## config.mk

```make
export PLATFORM = sky130hd
export DESIGN_NAME = mem_arbiter
export DESIGN_NICKNAME = d
export VERILOG_FILES = /design/src/rtl/mem_arbiter.sv
export SDC_FILE = /design/constraint.sdc
export NUM_CORES = 1
export LEC_CHECK = 0
export CAP_MARGIN = 15
export CORE_AREA = 2 2 334 336
export DETAILED_ROUTE_END_ITERATION = 6
export DIE_AREA = 0 0 336 338
export RECOVER_POWER = 50
export SYNTH_ARGS = -nofsm -noshare
export SYNTH_HDL_FRONTEND = slang
export SYNTH_SLANG_ARGS = --single-unit
```

## constraint.sdc

```tcl
create_clock -name clk -period 34.4 [get_ports clk]
set_input_delay 6.88 -clock clk [delete_from_list [all_inputs] [get_ports clk]]
set_output_delay 6.88 -clock clk [all_outputs]
set_load 0.01 [all_outputs]
```

## src/rtl/mem_arbiter.sv

```systemverilog
// Round-robin arbiter that shares one block-wide memory port between the I-cache and D-cache.
// A granted request is registered onto the memory port; read data returns with a one-cycle ready pulse.
module mem_arbiter #(
  parameter int ADDR_W = 28,
  parameter int DATA_W = 128
) (
  input  logic              clk,
  input  logic              proc_reset,
  input  logic              i_mem_read,
  input  logic              i_mem_write,
  input  logic [ADDR_W-1:0] i_mem_addr,
  input  logic [DATA_W-1:0] i_mem_wdata,
  output logic [DATA_W-1:0] i_mem_rdata,
  output logic              i_mem_ready,
  input  logic              d_mem_read,
  input  logic              d_mem_write,
  input  logic [ADDR_W-1:0] d_mem_addr,
  input  logic [DATA_W-1:0] d_mem_wdata,
  output logic [DATA_W-1:0] d_mem_rdata,
  output logic              d_mem_ready,
  output logic              mem_read,
  output logic              mem_write,
  output logic [ADDR_W-1:0] mem_addr,
  output logic [DATA_W-1:0] mem_wdata,
  input  logic [DATA_W-1:0] mem_rdata,
  input  logic              mem_ready
);

  localparam logic [1:0] S_IDLE = 2'd0;
  localparam logic [1:0] S_BUSY = 2'd1;
  localparam logic [1:0] S_RESP = 2'd2;

  localparam logic SIDE_I = 1'b0;
  localparam logic SIDE_D = 1'b1;

  logic [1:0]        state_q, state_d;
  logic              last_grant_q, last_grant_d;
  logic              mem_read_q, mem_read_d;
  logic              mem_write_q, mem_write_d;
  logic [ADDR_W-1:0] mem_addr_q, mem_addr_d;
  logic [DATA_W-1:0] mem_wdata_q, mem_wdata_d;
  logic [DATA_W-1:0] i_rdata_q, i_rdata_d;
  logic [DATA_W-1:0] d_rdata_q, d_rdata_d;
  logic              i_ready_q, i_ready_d;
  logic              d_ready_q, d_ready_d;

  logic i_req, d_req, grant_side;

  assign i_req = i_mem_read | i_mem_write;
  assign d_req = d_mem_read | d_mem_write;
  // A tie goes to whichever side did not win last time.
  assign grant_side = (i_req && d_req) ? ~last_grant_q : d_req;

  always_comb begin
    // NOTE: every _d starts from its _q (or an explicit pulse default), so no path leaves a latch.
    state_d      = state_q;
    last_grant_d = last_grant_q;
    mem_read_d   = mem_read_q;
    mem_write_d  = mem_write_q;
    mem_addr_d   = mem_addr_q;
    mem_wdata_d  = mem_wdata_q;
    i_rdata_d    = i_rdata_q;
    d_rdata_d    = d_rdata_q;
    i_ready_d    = 1'b0;
    d_ready_d    = 1'b0;

    case (state_q)
      S_IDLE: begin
        if (i_req || d_req) begin
          last_grant_d = grant_side;
          state_d      = S_BUSY;
          // Write wins when a requester raises both strobes.
          if (grant_side == SIDE_D) begin
            mem_write_d = d_mem_write;
            mem_read_d  = d_mem_read & ~d_mem_write;
            mem_addr_d  = d_mem_addr;
            mem_wdata_d = d_mem_wdata;
          end else begin
            mem_write_d = i_mem_write;
            mem_read_d  = i_mem_read & ~i_mem_write;
            mem_addr_d  = i_mem_addr;
            mem_wdata_d = i_mem_wdata;
          end
        end
      end
      S_BUSY: begin
        if (mem_ready) begin
          mem_read_d  = 1'b0;
          mem_write_d = 1'b0;
          state_d     = S_RESP;
          if (last_grant_q == SIDE_D) begin
            d_ready_d = 1'b1;
            if (mem_read_q) d_rdata_d = mem_rdata;
          end else begin
            i_ready_d = 1'b1;
            if (mem_read_q) i_rdata_d = mem_rdata;
          end
        end
      end
      S_RESP:  state_d = S_IDLE;
      default: state_d = S_IDLE;
    endcase
  end

  // NOTE: sequential state uses non-blocking assignments so every flop samples pre-edge values.
  always_ff @(posedge clk or posedge proc_reset) begin
    if (proc_reset) begin
      state_q      <= S_IDLE;
      last_grant_q <= SIDE_I;
      mem_read_q   <= 1'b0;
      mem_write_q  <= 1'b0;
      mem_addr_q   <= '0;
      mem_wdata_q  <= '0;
      i_rdata_q    <= '0;
      d_rdata_q    <= '0;
      i_ready_q    <= 1'b0;
      d_ready_q    <= 1'b0;
    end else begin
      state_q      <= state_d;
      last_grant_q <= last_grant_d;
      mem_read_q   <= mem_read_d;
      mem_write_q  <= mem_write_d;
      mem_addr_q   <= mem_addr_d;
      mem_wdata_q  <= mem_wdata_d;
      i_rdata_q    <= i_rdata_d;
      d_rdata_q    <= d_rdata_d;
      i_ready_q    <= i_ready_d;
      d_ready_q    <= d_ready_d;
    end
  end

  assign mem_read    = mem_read_q;
  assign mem_write   = mem_write_q;
  assign mem_addr    = mem_addr_q;
  assign mem_wdata   = mem_wdata_q;
  assign i_mem_rdata = i_rdata_q;
  assign d_mem_rdata = d_rdata_q;
  assign i_mem_ready = i_ready_q;
  assign d_mem_ready = d_ready_q;

endmodule
```

# Word level (Yosys, flattened, before mapping)
# Index checks and enable logic that the tools add are counted.
# op_classes
n_eq_ne	3
muxes	19
bitwise_logic	7
n_reduce_logical	9
# ops
operator	count
$mux W128	1
$mux W28	1
$mux W1	12
$reduce_and A4 Y1	2
$mux W2	2
$ne A2 B2 Y1 const B	2
$pmux W1 S2	2
$pmux W2 S2	1
$reduce_and A2 Y1	2
$not A1 Y1	3
$reduce_and A3 Y1	1
$and A1 B1 Y1	2
$eq A2 B1 Y1 const B	1
$logic_not A2 Y1	1
$or A1 B1 Y1	2
$reduce_bool A2 Y1	1
$logic_and A1 B1 Y1	1
$logic_or A1 B1 Y1	1
# totals
ff_bits	419
out_inout_bits	416

# Depth between registers and ports, before layout
# depth
word_depth	6
depth_mapped	6

# Worst setup path before layout
# Ideal clock, no wire load.
# synth_timing
path_kind	input -> register
from	input port d_mem_read
to	register mem_wdata_q[10], in the netlist mem_wdata[10]
setup_ps	141
t_arrival_ps	7986
setup_slack_ps	26273
path_stages	6
n_path_buf	3
path_cell_list	or4_1 -> buf_2 -> buf_4 -> buf_6 -> a21oi_1 -> a31oi_1
# synth_between
elab_chain_len	4
elab_cells_between_ends	6
# synth_lines
element	line_no	text
start, declared	15	input logic d_mem_read,
$or A1 B1 Y1 *	50	assign d_req = d_mem_read | d_mem_write;
$logic_and A1 B1 Y1	52	assign grant_side = (i_req && d_req) ? ~last_grant_q : d_req;
$mux W1	52	
$mux W128	73	if (grant_side == SIDE_D) begin
end signal, assigned	124	mem_wdata_q <= mem_wdata_d;
end, declared	41	logic [DATA_W-1:0] mem_wdata_q, mem_wdata_d;
# Every way passes the cells marked *; elsewhere a longest branch is shown, timed or not.
# A chain may end at the register's enable or synchronous reset.

==> metrics <==
status=complete, but fails checks; failing checks=max-capacitance violations, max-slew violations; Synth Area in Compound Gates=0.144; TNS Setup=0 ns; worst hold path type=flip-flop to flip-flop; Total GRT Usage=0.145; Hold Violations, Final=0; die height=338 um; Port-buffer cells=862; Die Footprint=114000 um^2; VDD IR max=0.0507 mV; RD Place Congestion=0.838; CTS Buf Count=49; Leak=11.5 nW; top area cells in the synthesized netlist=dfrtp_1, mux2_2, nand3b_1, a31oi_1, o21ai_0; Row Count=122; H-tree Lvls=2; clock-pin slew of the registers on the worst-case setup and hold paths=0.06 ns; sequential share of the synthesized area=0.582; max frequency=72.5 MHz; Skew-Pair Late Insertion Delay=0.61 ns; top post-synthesis cells by count=dfrtp_1, mux2_2, o21ai_0; synthesized cell area=18000 um^2; Finished Cell Area=29600 um^2; Root Buffer=clkbuf_16; fin crit period=13.79 ns; average via count per standard cell=4.15; Synth Area in Adders=0; GRT overflow=0; vias in the first global route=15300; library cells used by synthesis=28; placed cell areas=28000 um^2; type of destination of the critical path=asynchronous set/reset pin; Starting Density=0.164; most common cell in the synthesized netlist=dfrtp_1; Async SR Flop Fraction=1.00; largest net degree at the start of global routing=104; placed wire-length estimate=68100 um; first-pass GRT wire length=119000 um; clk sinks=419; Syn. warnings=0; Filler Cell Count=11600; Synth Instances=1476; final setup margin=20.61 ns; die width=336 um; # resized after CTS=0; Least-Margin Pin Slew=3.82 ns; Hold Buf Count CTS=0; Post-DRT Antenna Nets=0; largest family of logic cells by synthesized area=multiplexers; Synth top area share=0.582; Layout Nets=2709; kind of critical path=primary input to asynchronous set/reset pin; crit path DAT=14.37 ns; num ports=863; Starting DRT DRC Count=770; via count=15700; Power Density=88.8 nW/um^2; Avg Synthesized Cell Area=12.2 um^2; mux contribution to synthesized area=0.160; Wirelength per Cell=22.8 um; ratio of cells with drive above 1 in the final layout=0.156; Seq cells post-synth=419; total core area=110000 um^2; critical path fanouts, max=82; clk_skew=0.0202 ns; DRC=0; TritonCTS clock tree=done; max_cap viols=6; Post-synth EDFFs=0; layout overhead on the synthesized area=64.4%; pre-CTS setup slack=23.61 ns; syn_nets=1923; post-CTS setup buffers=0; Detailed Routing Iterations Pass 1=4; period utilization=0.401; Slew Limit Fails=336; area leader, netlist=dfrtp_1; Synth Area in Simple Gates=0.0703; clk buf depth=3; DRT Wirelength=86400 um; initial antenna violation count=29; final setup vio count=0; Synth Area in XOR/XNOR=0; CP required=34.98 ns; Main synth FF type=dfrtp_1; Slew HR=-1.56; RSZ-0062 raised after global routing=no; crit path launch type=primary input
==> layer usage <==
layer | share of wire | GRT usage | up-vias
met5 | 0.00064 | 0 | -
met4 | 0.019 | 0.0302 | 8
met3 | 0.080 | 0.0422 | 119
met2 | 0.49 | 0.246 | 708
met1 | 0.41 | 0.182 | 7830
li1 | - | - | 7061
==> where the power goes <==
part | internal [mW] | leakage, nW | switching, mW
logic | 0.596 | 5.72 | 0.601
clock network | 0.326 | 0.821 | 0.220
registers | 0.744 | 4.93 | 0.141
==> registers in the layout (all words and copies together), names as in the netlist <==
name,flops
d_mem_rdata,128
d_mem_ready,1
i_mem_rdata,128
i_mem_ready,1
last_grant_q,1
mem_addr,28
mem_read,1
mem_wdata,128
mem_write,1
state_q,2
==> worst max-delay path: stages <==
cell	delay (ns)
dlygate4sd3_1	0.55
clkinvlp_2	2.15
clkbuf_1	2.61
buf_4	1.05
buf_4	0.89
==> final timing paths <==
path,from,endpoint,slack [ns],cells after the start
max,proc_reset,i_mem_rdata[6]$_DFFE_PP0P_,20.61,5
max reg2reg,last_grant_q$_DFFE_PP0P_,d_mem_rdata[86]$_DFFE_PP0P_,28.88,5
min,d_mem_rdata[0]$_DFFE_PP0P_,d_mem_rdata[0]$_DFFE_PP0P_,0.49,1
min in group asynchronous,proc_reset,d_mem_rdata[45]$_DFFE_PP0P_,7.87,2
max in group clk,mem_ready,d_mem_rdata[86]$_DFFE_PP0P_,22.57,6
min reg2reg,d_mem_rdata[0]$_DFFE_PP0P_,d_mem_rdata[0]$_DFFE_PP0P_,0.49,1
==> layout make-up <==
type	count	area, um^2	area share
repair buffers	883	8780	0.296
well taps	1488	1860	0.0628
flip-flops and latches	419	10500	0.354
multi-input cells	906	6790	0.229
diodes	3	7.51	0.000253
clock buffers	75	1480	0.0498
inverters	3	12.5	0.000422
clock inverters	16	216	0.00731
==> cells in the final DEF, fill, tap and decap left out, drive strengths merged, types with 2 or more instances in the layout <==
cell             n
clkdlybuf4s50  477
mux2           256
a31oi          156
o21ai          158
a21oi          157
nor2             6
inv              3
or2              2
nand2b           2
buf             19
nand3b         157
clkinvlp         5
clkbuf          77
dfrtp          419
diode            3
clkinv           7
dlygate4sd3    385
bufinv           4
==> stage by stage <==
| step | std cells | utilization | total power, mW | hold WS [ns] |
|---|---|---|---|---|
| 6_report | 3793 | 0.269 | 2.63 | 0.490 |
| 5_1_grt | 3792 | 0.269 | 2.79 | 0.505 |
| 4_1_cts | 3790 | 0.269 | 2.77 | 0.505 |
| 3_5_place_dp | 3699 | 0.254 | 2.20 | 0.492 |
| 3_3_place_gp | 3699 | 0.254 | 2.19 | 0.487 |
| 2_1_floorplan | 1476 | - | 1.41 | 0.493 |
==> cells by family (layout without fill, tap and decap cells) <==
group           count (synthesis)  count (layout)
compound gates                477             477
buf+inv                       151             977
flops                         419             419
mux                           256             256
other cells                     0               3
simple gates                  173             173
Power figures use the tool's default switching activity.
